$ cat config.mk
export PLATFORM = sky130hd
export DESIGN_NAME = pipe_hazard_ctrl
export DESIGN_NICKNAME = d
export VERILOG_FILES = /design/src/rtl/pipe_hazard_ctrl_pkg.sv /design/src/rtl/pipe_hazard_ctrl_mdu_timer.sv /design/src/rtl/pipe_hazard_ctrl.sv
export SDC_FILE = /design/constraint.sdc
export NUM_CORES = 1
export LEC_CHECK = 0
export CAP_MARGIN = 20
export CELL_PAD_IN_SITES_DETAIL_PLACEMENT = 1
export CELL_PAD_IN_SITES_GLOBAL_PLACEMENT = 1
export CORE_MARGIN = 2
export CORE_UTILIZATION = 23
export DETAILED_ROUTE_END_ITERATION = 10
export GPL_ROUTABILITY_DRIVEN = 1
export PLACE_DENSITY = 0.89
export RECOVER_POWER = 100
export SYNTH_ARGS = -nofsm -noshare
export SYNTH_HDL_FRONTEND = slang
export SYNTH_SLANG_ARGS = --single-unit
export TNS_END_PERCENT = 5
$ cat constraint.sdc
create_clock -name clk -period 2.6 [get_ports clk]
set_clock_uncertainty 0.15 [all_clocks]
set_input_delay 0.39 -clock clk [delete_from_list [all_inputs] [get_ports clk]]
set_output_delay 0.39 -clock clk [all_outputs]
set_load 0.005 [all_outputs]
$ cat src/rtl/pipe_hazard_ctrl_pkg.sv
// Shared opcode constants, controller state encoding and source-use decode
// for the pipeline hazard controller and the bypass network.
package pipe_hazard_ctrl_pkg;

  localparam logic [6:0] OPC_LOAD   = 7'b0000011;
  localparam logic [6:0] OPC_STORE  = 7'b0100011;
  localparam logic [6:0] OPC_BRANCH = 7'b1100011;
  localparam logic [6:0] OPC_JAL    = 7'b1101111;
  localparam logic [6:0] OPC_LUI    = 7'b0110111;
  localparam logic [6:0] OPC_AUIPC  = 7'b0010111;
  localparam logic [6:0] OPC_OP     = 7'b0110011;

  typedef enum logic [1:0] {
    ST_RUN = 2'd0,
    ST_MDU = 2'd1,
    ST_LDW = 2'd2
  } ctl_state_e;

  function automatic logic uses_rs1(input logic [6:0] opc);
    return !((opc == OPC_LUI) || (opc == OPC_AUIPC) || (opc == OPC_JAL));
  endfunction

  function automatic logic uses_rs2(input logic [6:0] opc);
    return (opc == OPC_OP) || (opc == OPC_STORE) || (opc == OPC_BRANCH);
  endfunction

endpackage

$ cat src/rtl/pipe_hazard_ctrl_mdu_timer.sv
// hazard_mdu_timer: 4-bit loadable down-counter that saturates at zero and
// tracks the remaining MDU occupancy cycles.
module hazard_mdu_timer (
  input  logic       clk,
  input  logic       rst_n,
  input  logic       load,
  input  logic [3:0] load_val,
  input  logic       dec,
  output logic [3:0] cnt,
  output logic       zero
);

  logic [3:0] cnt_q;
  logic [3:0] cnt_d;

  always_comb begin
    cnt_d = cnt_q;
    if (load) begin
      cnt_d = load_val;
    end else if (dec && (cnt_q != 4'd0)) begin
      cnt_d = cnt_q - 4'd1;
    end
  end

  always_ff @(posedge clk or negedge rst_n) begin
    if (!rst_n) begin
      cnt_q <= 4'd0;
    end else begin
      cnt_q <= cnt_d;
    end
  end

  assign cnt  = cnt_q;
  assign zero = (cnt_q == 4'd0);

endmodule

$ cat src/rtl/pipe_hazard_ctrl.sv
// Pipeline hazard controller: load-use, MDU occupancy, dmem wait and redirect.
// Optional performance counters are built only when HAZ_PERF_CNT_EN is defined.
module pipe_hazard_ctrl
  import pipe_hazard_ctrl_pkg::*;
#(
  parameter int unsigned MDU_LAT = 4
) (
  input  logic        clk,
  input  logic        rst_n,
  input  logic        id_valid,
  input  logic [6:0]  id_opcode,
  input  logic [4:0]  id_rs1_addr,
  input  logic [4:0]  id_rs2_addr,
  input  logic [4:0]  id_rd_addr,
  input  logic        ex_mdu_op,
  input  logic        ex_redirect,
  input  logic        dmem_req,
  input  logic        dmem_ack,
  output logic        hold_if,
  output logic        hold_all,
  output logic        bubble_idex,
  output logic        flush_ifid,
  output logic        bubble_memwb,
  output logic        mdu_done,
  output logic [1:0]  ctl_state,
  output logic [31:0] perf_stall_cnt,
  output logic [31:0] perf_flush_cnt
);

  localparam bit         MDU_STALLS = (MDU_LAT > 1);
  localparam logic [3:0] MDU_LOAD   = 4'((MDU_LAT > 1) ? (MDU_LAT - 2) : 0);

  ctl_state_e state_q, state_d;
  logic       ex_ld_valid_q, ex_ld_valid_d;
  logic [4:0] ex_ld_rd_q, ex_ld_rd_d;

  logic       tmr_load, tmr_dec, tmr_zero;
  logic [3:0] tmr_cnt;
  logic       load_use;
  logic       hold_if_c;

  hazard_mdu_timer u_timer (
    .clk      (clk),
    .rst_n    (rst_n),
    .load     (tmr_load),
    .load_val (MDU_LOAD),
    .dec      (tmr_dec),
    .cnt      (tmr_cnt),
    .zero     (tmr_zero)
  );

  assign load_use = ex_ld_valid_q && (ex_ld_rd_q != 5'd0) && id_valid &&
                    ((uses_rs1(id_opcode) && (id_rs1_addr == ex_ld_rd_q)) ||
                     (uses_rs2(id_opcode) && (id_rs2_addr == ex_ld_rd_q)));

  always_comb begin
    state_d      = state_q;
    hold_if_c    = 1'b0;
    hold_all     = 1'b0;
    bubble_idex  = 1'b0;
    flush_ifid   = 1'b0;
    bubble_memwb = 1'b0;
    mdu_done     = 1'b0;
    tmr_load     = 1'b0;
    tmr_dec      = 1'b0;
    if (state_q == ST_MDU) begin
      if (!tmr_zero) begin
        hold_all     = 1'b1;
        bubble_memwb = 1'b1;
        tmr_dec      = 1'b1;
      end else begin
        mdu_done = 1'b1;
        state_d  = ST_RUN;
      end
    end else if ((state_q == ST_LDW) && !dmem_ack) begin
      hold_all     = 1'b1;
      bubble_memwb = 1'b1;
    end else begin
      // A released LDW cycle is decoded exactly like RUN so nothing queued behind it is lost.
      state_d = ST_RUN;
      if (dmem_req && !dmem_ack) begin
        hold_all     = 1'b1;
        bubble_memwb = 1'b1;
        state_d      = ST_LDW;
      end else if (ex_mdu_op && MDU_STALLS) begin
        hold_all = 1'b1;
        tmr_load = 1'b1;
        state_d  = ST_MDU;
      end else begin
        mdu_done = ex_mdu_op;
        if (ex_redirect) begin
          flush_ifid  = 1'b1;
          bubble_idex = 1'b1;
        end else if (load_use) begin
          hold_if_c   = 1'b1;
          bubble_idex = 1'b1;
        end
      end
    end
  end

  assign hold_if   = hold_if_c | hold_all;
  assign ctl_state = state_q;

  always_comb begin
    ex_ld_valid_d = ex_ld_valid_q;
    ex_ld_rd_d    = ex_ld_rd_q;
    if (!hold_all) begin
      ex_ld_valid_d = id_valid && (id_opcode == OPC_LOAD) && !bubble_idex;
      ex_ld_rd_d    = id_rd_addr;
    end
  end

  always_ff @(posedge clk or negedge rst_n) begin
    if (!rst_n) begin
      state_q       <= ST_RUN;
      ex_ld_valid_q <= 1'b0;
      ex_ld_rd_q    <= 5'd0;
    end else begin
      state_q       <= state_d;
      ex_ld_valid_q <= ex_ld_valid_d;
      ex_ld_rd_q    <= ex_ld_rd_d;
    end
  end

`ifdef HAZ_PERF_CNT_EN
  logic [31:0] stall_cnt_q, stall_cnt_d;
  logic [31:0] flush_cnt_q, flush_cnt_d;

  always_comb begin
    stall_cnt_d = stall_cnt_q + {31'd0, hold_if};
    flush_cnt_d = flush_cnt_q + {31'd0, flush_ifid};
  end

  always_ff @(posedge clk or negedge rst_n) begin
    if (!rst_n) begin
      stall_cnt_q <= 32'd0;
      flush_cnt_q <= 32'd0;
    end else begin
      stall_cnt_q <= stall_cnt_d;
      flush_cnt_q <= flush_cnt_d;
    end
  end

  assign perf_stall_cnt = stall_cnt_q;
  assign perf_flush_cnt = flush_cnt_q;
`else
  assign perf_stall_cnt = 32'd0;
  assign perf_flush_cnt = 32'd0;
`endif

  logic unused_tmr;
  assign unused_tmr = ^tmr_cnt;

endmodule

Word level (Yosys, flattened, before mapping)
Cells that the tools add are included.

cells by class
  add/subtract/negate cells = 1
  eq/ne operators = 13
  multiplexer cells = 37
  bitwise gates (word level) = 1
  reductions and logical operators = 23

operators by type and width
  operator                                             number
  two-way mux 1 bit                                    31
  equality test 7 x 6 -> 1 bit, second input constant  3
  equality test 7 bit, second input constant           2
  equality test 5 bit                                  2
  logical AND 1 bit                                    10
  two-way mux 2 bit                                    4
  two-way mux 4 bit                                    2
  equality test 7 x 2 -> 1 bit, second input constant  1
  equality test 7 x 5 -> 1 bit, second input constant  1
  logical OR 1 bit                                     5
  nonzero test 5 bit                                   1
  logical NOT 4 bit                                    1
  != test 2 bit, second input constant                 2
  nonzero test 4 bit                                   1
  subtractor 4 x 1 -> 4 bit, second input constant     1
  logical NOT 1 bit                                    3
  equality test 2 x 1 -> 1 bit, second input constant  1
  equality test 2 bit, second input constant           1
  AND reduction 2 bit                                  1
  nonzero test 2 bit                                   1
  OR 1 bit                                             1

word-level totals
  register bits = 12
  input bits = 29
  output and inout port bits = 72
  word-level logic and storage cells = 79

Depth between registers and ports, before layout
Gate-level depths: netlist of the first run.

  depth after elaboration = 15
  gate-level depth with buffers = 7
  mapped depth without buffers = 7

Cells and area by module
A second synthesis of the first run with hierarchy kept.

second synthesis, totals
  cell total of the unflattened synthesis = 151
  area, all modules = 1,361.3 µm²

modules (own cells, without submodules)
  module            instances  cells an instance  area an instance (µm²)  seq. area each (µm²)
  pipe_hazard_ctrl  1          124                1,091.0                 200.2
  hazard_mdu_timer  1          27                 270.3                   100.1

Worst setup path before layout of the first run
No wires, ideal clock.

  path type = register to output
  from = reg u_timer.cnt_q[0] (netlist: u_timer.cnt[0])
  to = out bubble_memwb
  arrival = 1.475 ns
  path slack = 0.585 ns
  stages on the path, launching flop included = 6
  buffers on the path = 0
  cells stage by stage = dfrtp_1 inv_1 ha_1 or3b_4 and2_2 or2_2

between the ends
  longest elaborated chain between the ends = 3

RTL lines
  element                 line                              text
  from (decl)             pipe_hazard_ctrl_mdu_timer.sv:13  logic [3:0] cnt_q;
  from (signal assigned)  pipe_hazard_ctrl_mdu_timer.sv:29  cnt_q <= cnt_d;
  logical NOT 4 bit       pipe_hazard_ctrl_mdu_timer.sv:34  assign zero = (cnt_q == 4'd0);
  two-way mux 1 bit       pipe_hazard_ctrl.sv:67            if (!tmr_zero) begin
  two-way mux 1 bit       pipe_hazard_ctrl.sv:66            if (state_q == ST_MDU) begin
  to (decl)               pipe_hazard_ctrl.sv:23            output logic bubble_memwb,

Every way passes these cells.

Worst setup path in the final report of the first run
  from = reg u_timer.cnt_q[1] (netlist: u_timer.cnt[1])
  to = out bubble_memwb

The elaborated chain is that of the path after synthesis.

==> out/summary.md, run 1 <==
The flow ran to the end, and the final reports show no timing, DRC or antenna violations. The critical path start-end classification is flip-flop to output pin. Data on the critical path is required at its endpoint by 2060 ps. For the starting utilization of the core area, the log shows 0.238. The floorplan step set the die width to 79.2 um. The via density per instance is 3.64. Summed over all layers, the routed wires come to 3160 um. The detailed router finished its first iteration with 19 violations. The highest cell delay on the worst timing path came out at 410 ps. Traced cell by cell, the critical path runs through inv_1 > ha_2 > or3b_4 > and2_4 > or2_2 > clkdlybuf4s15_1. Yosys printed 0 warnings.

For this design the top-level I/O count stands at 101. After legalization and detailed placement, the total HPWL measured 2560 um. The remaining max-slew budget at the tightest pin came out at 0.616. The tools report the total net switching power as 467 uW. After clock tree synthesis, the clock-pin slew on the worst setup and hold paths is 50 ps. Synthesis handed over a netlist of 145 instances. For the setup total negative slack, the log shows 0 ps. Global routing finished with a remaining overflow of 0. The proportion of synthesized chip area in sequential cells was 0.231; the internal cell power was 762 uW. TritonCTS built the clock tree. Detailed routing inserted a total of 979 vias. The H-tree depth is 1.

The number of antenna violations at the first check in global routing came out at 0. Root buffer cell: sky130_fd_sc_hd__clkbuf_8. In this run the vertical extent of the chip is 79.2 um. For this design, the sink count on the clock tree is 12. The count of placed standard cells in the final layout, fillers left out is 269. For the placeable core region, the log shows 5470 sq um. For this design, the slowest cell found on the critical path is sky130_fd_sc_hd__dfrtp_1. Share of cells above drive strength 1: 0.203. For the remaining antenna violation count, the log shows 0.

In the final routed layout, each cell accounts on average for 11.7 um. For the detailed-router iteration count before antenna repair, the log shows 4. The logs give 689 for the filler cell count in the final layout and 2000 ps for the arrival time of the worst setup path. The logs give 0.0937 for the global-route total usage across every layer and 0.297 for the part of the total power dissipated in sequential elements. For the number of placed instances, taps included, the log shows 258.

The final number of setup-violating endpoints is 0, and the max-capacitance violation count is 0. The proportion of total power due to net switching came out at 0.380. The average instance in the mapped netlist occupies 8.97 sq um. The worst min-delay path class was input port to flip-flop.

No sink is reached through more buffers than the 2 on the longest clock path. The number of antenna diodes in the final layout is 0. At the pin with the least slew margin, the transition time is 574 ps. Number of buffers added to fix hold violations after cts: 0. STA classifies the critical path startpoint as a flip-flop.

Setup slack on the critical path of the routed design comes to 59.0 ps. Power share of the clock group: 0.132. In this run the cell area of the synthesized design comes to 1300 sq um. Relative to the synthesized area, the layout overhead comes to 29.0%. The type of element capturing the critical path is an output pin. The tools report the via count of the first global-routing pass as 1001. OpenSTA, run right after detailed placement, puts the worst setup slack at -305 ps. The cell row count was 27. The floorplan step defined a die boundary enclosing 6280 sq um. The netlist uses 37 different library cells. The count of state elements after synthesis works out to 12.

Entering global routing, the biggest net connects 13 pins. The number of input and output port buffers inserted came out at 36. For the finished layout, the period the worst path requires is 2540 ps.

Dividing total power by cell area gives a power density of 732 nW/um^2. Along the worst path, the maximum fanout reaches 3. The number of clock buffers added by TritonCTS is 3.

Static timing analysis puts the maximum clock frequency at 394 MHz. The congestion estimate from routability-driven global placement came to 0.659. In this run the static leakage power is 0.000830 uW. The share of the cycle needed by the critical path after routing came out at 0.977. The combinational cell fraction of total power is 0.571. At the later pin of the worst-skew pair, clock insertion delay measures 230 ps. The final-report hold violation count was 0; the number of DRC violations after detailed routing was 0. The total count of max-transition violations in the final report came out at 0.

The logs give 4570 um for the first-pass GRT wire length and 212 uV for the peak ir drop on the vdd network. In the final design database the tool counted 229 nets.
metal layers:
layer | vias to the layer above | track usage | wire length (um)
met3 | 4 | 0.0295 | 276
li1 | 459 | - | -
met4 | 0 | 0.0207 | 31
met1 | 461 | 0.0949 | 1070
met5 | - | 0 | 0
met2 | 55 | 0.185 | 1780
critical path: cells and delay by family, from the launching register on:
family | cells | cell delay (ps)
adder cells (fa/ha/maj) | 1 | 170
AND/OR/NAND/NOR | 3 | 890
flip-flops | 1 | 410
buffers and inverters | 2 | 310
layout make-up:
cell class	instances	area, sq um	area share
timing repair buffer	50	458	0.273
tap	72	90.1	0.0537
sequential	12	302	0.180
inverter	4	15.0	0.00894
clock buffer	3	41.3	0.0246
multi-input combinational	128	773	0.461
registers in the layout, summed over array words and instances (netlist names):
register / count
ctl_state: 2
ex_ld_rd_q: 5
ex_ld_valid_q: 1
u_timer.cnt: 4
what timing repair did:
item                       4_1_cts  5_1_grt
buffers inserted                 3        5
setup endpoints to repair        6        3
resized for setup               16       11
cloned                           0        0
pin swaps                        5        2
hold endpoints to repair         0        0
layout by cell type, fill, tap and decap left out, types with 2 or more instances in the layout:
cell type and instances:
sky130_fd_sc_hd__buf_4 12, sky130_fd_sc_hd__xor2_1 6, sky130_fd_sc_hd__nand3_1 3, sky130_fd_sc_hd__nor4_2 2, sky130_fd_sc_hd__conb_1 64, sky130_fd_sc_hd__xnor2_1 7
sky130_fd_sc_hd__inv_1 4, sky130_fd_sc_hd__clkbuf_8 3, sky130_fd_sc_hd__mux2_2 5, sky130_fd_sc_hd__dlymetal6s2s_1 2, sky130_fd_sc_hd__dlygate4sd2_1 7, sky130_fd_sc_hd__nand2_1 7
sky130_fd_sc_hd__a21oi_1 2, sky130_fd_sc_hd__nor3b_4 2, sky130_fd_sc_hd__nor2_1 4, sky130_fd_sc_hd__dfrtp_1 11, sky130_fd_sc_hd__or4_1 2, sky130_fd_sc_hd__clkdlybuf4s50_1 23
power by group through the flow:
stage               clock network [uW]  logic [uW]  registers (uW)
finish                             162         701             365
global route                       181         768             380
CTS                                168         647             363
detailed placement                   0         637             367
global placement                     0         603             356
floorplan                            0         448             345
metrics by stage:
stage	hold WS, ps	power (uW)	utilization	area [sq um]
after floorplan	-55.6	793	-	1540
after global placement	324	958	0.284	1550
after detailed placement	331	1000	0.284	1550
after CTS	298	1180	0.295	1620
after global routing	338	1330	0.307	1680
final	319	1230	0.307	1680
path summary, 6_finish.rpt:
kind	cells after the start	from	to	slack, ps
max	6	u_timer.cnt[1]	bubble_memwb	60
min	2	dmem_ack	ctl_state[1]	320
max reg2reg	7	u_timer.cnt[1]	ex_ld_rd_q[0]	470
min reg2reg	1	ex_ld_valid_q	ex_ld_valid_q	340
max in group asynchronous	1	rst_n	ctl_state[1]	1450
min in group asynchronous	1	rst_n	ctl_state[0]	440
Yosys cell counts:
cell type / n / area share
sky130_fd_sc_hd__or2b_1: 1 / 0.0058
sky130_fd_sc_hd__buf_4: 64 / 0.37
sky130_fd_sc_hd__nor2_4: 1 / 0.0087
sky130_fd_sc_hd__nand4_1: 1 / 0.0048
sky130_fd_sc_hd__ha_1: 1 / 0.0096
sky130_fd_sc_hd__nor4_1: 3 / 0.014
sky130_fd_sc_hd__dfrtp_1: 12 / 0.23
sky130_fd_sc_hd__conb_1: 1 / 0.0029
sky130_fd_sc_hd__nor3b_2: 1 / 0.0096
sky130_fd_sc_hd__nor3b_4: 1 / 0.014
sky130_fd_sc_hd__o22ai_1: 1 / 0.0048
sky130_fd_sc_hd__o21bai_1: 1 / 0.0058
sky130_fd_sc_hd__or4_1: 2 / 0.012
sky130_fd_sc_hd__a21oi_1: 2 / 0.0077
sky130_fd_sc_hd__or2_2: 1 / 0.0048
sky130_fd_sc_hd__o21ai_2: 1 / 0.0067
sky130_fd_sc_hd__nor2_1: 4 / 0.012
sky130_fd_sc_hd__xor2_1: 6 / 0.040
sky130_fd_sc_hd__a32o_1: 1 / 0.0077
sky130_fd_sc_hd__a21boi_0: 1 / 0.0058
sky130_fd_sc_hd__nor4_4: 1 / 0.016
sky130_fd_sc_hd__mux2_2: 5 / 0.043
sky130_fd_sc_hd__nand2_1: 8 / 0.023
sky130_fd_sc_hd__o211ai_1: 1 / 0.0058
sky130_fd_sc_hd__and2_2: 1 / 0.0058
sky130_fd_sc_hd__nand3_1: 3 / 0.012
sky130_fd_sc_hd__inv_1: 4 / 0.012
sky130_fd_sc_hd__nor2b_2: 1 / 0.0067
sky130_fd_sc_hd__a21o_2: 1 / 0.0067
sky130_fd_sc_hd__or3b_2: 1 / 0.0067
sky130_fd_sc_hd__and2_1: 1 / 0.0048
sky130_fd_sc_hd__xnor2_1: 7 / 0.047
sky130_fd_sc_hd__or3b_4: 1 / 0.0087
sky130_fd_sc_hd__and2b_1: 1 / 0.0058
sky130_fd_sc_hd__o2111a_1: 1 / 0.0087
sky130_fd_sc_hd__nor3_1: 1 / 0.0038
sky130_fd_sc_hd__nand4b_1: 1 / 0.0067
cells by family after synthesis:
group           Yosys count  synth area share
buf+inv                  68             0.381
simple gates             35             0.186
xor+xnor                 13            0.0875
flops                    12             0.231
compound gates           10            0.0596
mux                       5            0.0433
fa+ha+maj                 1           0.00961
other cells               1           0.00288
No activity file was read; power rests on OpenSTA's default activity.
==> inputs of run 2 (changes only) <==
--- a/config.mk
+++ b/config.mk
@@ -5,14 +5,11 @@
 export SDC_FILE = /design/constraint.sdc
 export NUM_CORES = 1
 export LEC_CHECK = 0
-export CAP_MARGIN = 20
-export CELL_PAD_IN_SITES_DETAIL_PLACEMENT = 1
-export CELL_PAD_IN_SITES_GLOBAL_PLACEMENT = 1
 export CORE_MARGIN = 2
-export CORE_UTILIZATION = 23
+export CORE_UTILIZATION = 34
 export DETAILED_ROUTE_END_ITERATION = 10
 export GPL_ROUTABILITY_DRIVEN = 1
-export PLACE_DENSITY = 0.89
+export PLACE_DENSITY = 0.9
 export RECOVER_POWER = 100
 export SYNTH_ARGS = -nofsm -noshare
 export SYNTH_HDL_FRONTEND = slang
==> out/summary.md, run 2 (synthesized netlist as in run 1, its figures left out) <==
The flow ran to the end, and the final reports show no timing, DRC or antenna violations. In this run the critical register-to-register path is captured at ex_ld_rd_q[3]. After detailed routing, the total wire length is 2400 um.

Max-cap violations in this run came to 0. Final-report hold violation count: 0. The number of antenna violations at the first check in global routing is 0, and the number of placed instances, taps included is 236. The worst min-delay path class was flip-flop to flip-flop. The count of nets left with antenna violations once routing finished came out at 0. Setup repair after global routing left no endpoint under its margin. In this run the worst setup path terminates at bubble_memwb. The largest individual stage delay along the critical path comes from the cell sky130_fd_sc_hd__or3b_4. The flip-flop count of the largest register after layout works out to 5. Clock tree synthesis inserted a total of 3 buffers. The share of the cycle needed by the critical path after routing was 0.966. TritonCTS built the clock tree. In this run, post-CTS hold repair placed 0 buffers.

The total count of max-transition violations in the final report was 0; the total net switching power was 408 uW. The kind of cell with the highest combined delay on the critical path is simple AND/OR/NAND/NOR gates. The repair_antennas step left the layout with diodes totalling 0.

The register name with the most flops is ex_ld_rd_q. The combinational cell fraction of total power came out at 0.523. VDD sags by at most 479 uV. For this design the ratio of total power to cell area is 718 nW/um^2. The floorplan has 22 rows. Along the worst path, the maximum fanout reaches 3. In this run the critical register-to-register path is launched from u_timer.cnt[0]. The depth of the worst register-to-register path was 7; the die area was 4340 sq um. The finished layout holds 242 standard cells, fillers aside. Leaving out fill and tap cells, the most frequent cells in the layout are sky130_fd_sc_hd__conb_1 (64), sky130_fd_sc_hd__clkdlybuf4s50_1 (23), sky130_fd_sc_hd__dfrtp_1 (12). For this design the top-level I/O count stands at 101.

Starting utilization of the core area: 0.355. The signal on the critical path passes through inv_1 > ha_1 > or3b_4 > and2_4 > or2_2 > dlygate4sd2_1. Entering global routing, the biggest net connects 13 pins.

The count of routing violations after the opening detailed-route iteration is 12. The first-pass GRT wire length was 3580 um; the x dimension of the die was 65.9 um. The share of cells above drive strength 1 is 0.160, and the total via count in the routed design is 929.

The critical path start-end classification was flip-flop to output pin. The clock net in this run drives a total of 12 sinks. The total overflow left after global routing is 0. For this run, the top clock speed supported by timing is 398 MHz. Summed over all cells, the static leakage comes to 0.000785 uW.

The critical path runs through a total of 6 cells. The region available for standard cell placement spans 3660 sq um. No sink is reached through more buffers than the 2 on the longest clock path.

In the final routed layout, each cell accounts on average for 9.92 um. The worst-margin pin slew is 527 ps. For the fraction of the core area covered by cells at the end of the flow, the log shows 0.438. The tools report the number of nets in the finished design as 225.

STA classifies the critical path startpoint as a flip-flop. Counting both buffers and inverters, the worst setup path holds a total of 2. On the worst path, the slowest cell contributes a delay of 410 ps. Global-route total usage across every layer: 0.106. Leading cell type in the layout, fill and taps excluded: sky130_fd_sc_hd__conb_1. The clock edge transition at the registers on the reported setup and hold paths came out at 50 ps. For the finished layout, the period the worst path requires is 2510 ps.

The run gives 858 as the via count of the first global-routing pass. Clock latency on the worst-skew pair, taken at its later pin, is 230 ps. The critical path data required time is 2060 ps. Buffers placed on the I/O ports in this run total 36. Data on the critical path arrives at its endpoint at 1970 ps. Setup violations remaining at the end of the flow were counted as 0. Dividing the detail-routed via count by the number of cells gives 3.84. The proportion of total power due to net switching is 0.354, and the number of DRC violations after detailed routing is 0.

Routability-driven placement finished with a final weighted congestion of 0.759. After legalization and detailed placement, the total HPWL measured 2090 um. The tools report the part of the total power dissipated in sequential elements as 0.307.

For flop-to-flop paths, the worst setup slack is 460 ps. For the remaining max-slew budget at the tightest pin, the log shows 0.647. The pre-antenna-repair detailed-routing pass consisted of 3 iterations.

The power share of the clock group came out at 0.170. STA classifies the critical path endpoint as an output pin. The die is 65.9 um tall. The H-tree depth was 1; the area growth from synthesis to layout was 23.4%. Worst setup path startpoint: u_timer.cnt[0].

The tree is rooted in a sky130_fd_sc_hd__clkbuf_8. The internal cell power is 744 uW. In the final timing run, aggregate negative setup slack is 0 ps.
-- run 2: worst min path at each step --
stage | start | end | slack [ps] | cells past startpoint
2_1_floorplan | rst_n | ctl_state[0] | -60 | 0
3_3_place_gp | ex_ld_valid_q | ex_ld_valid_q | 330 | 1
3_5_place_dp | ex_ld_valid_q | ex_ld_valid_q | 330 | 1
4_1_cts | ex_ld_valid_q | ex_ld_valid_q | 350 | 1
5_1_grt | ex_ld_valid_q | ex_ld_valid_q | 370 | 1
6_report | ex_ld_valid_q | ex_ld_valid_q | 340 | 1
-- run 2: repair_timing --
item,CTS,global route
endpoints found under the setup margin,6,3
buffers inserted,2,0
pin swaps,4,2
gates resized for setup,16,1
-- run 2: power by group through the flow --
stage	clock network [uW]	logic (uW)	registers [uW]
after floorplan	0	448	345
after global placement	0	599	354
after detailed placement	0	615	359
after CTS	203	627	354
after global routing	215	677	368
final	196	603	354
-- run 2: per-stage QoR --
step	cell area, sq um	total power [uW]	setup WS (ps)	hold WS (ps)
2_1_floorplan	1540	793	585	-55.6
3_3_place_gp	1540	953	-259	328
3_5_place_dp	1540	974	-360	332
4_1_cts	1610	1180	-62.6	345
5_1_grt	1610	1260	1.56	373
6_report	1610	1150	89.7	342
-- run 2: cell type report --
class,instances,area (sq um)
multi-input combinational,128,757
timing repair buffer,46,418
clock buffer,4,55.1
inverter,4,15.0
sequential,12,300
fill,379,2060
tap,48,60.1
-- run 2: metal layers --
metal / up-vias / wire length, um / global-route usage
li1: 446 / - / -
met4: 0 / 0 / 0.0156
met3: 0 / 251 / 0.0341
met2: 54 / 1290 / 0.210
met1: 429 / 855 / 0.109
met5: - / 0 / 0
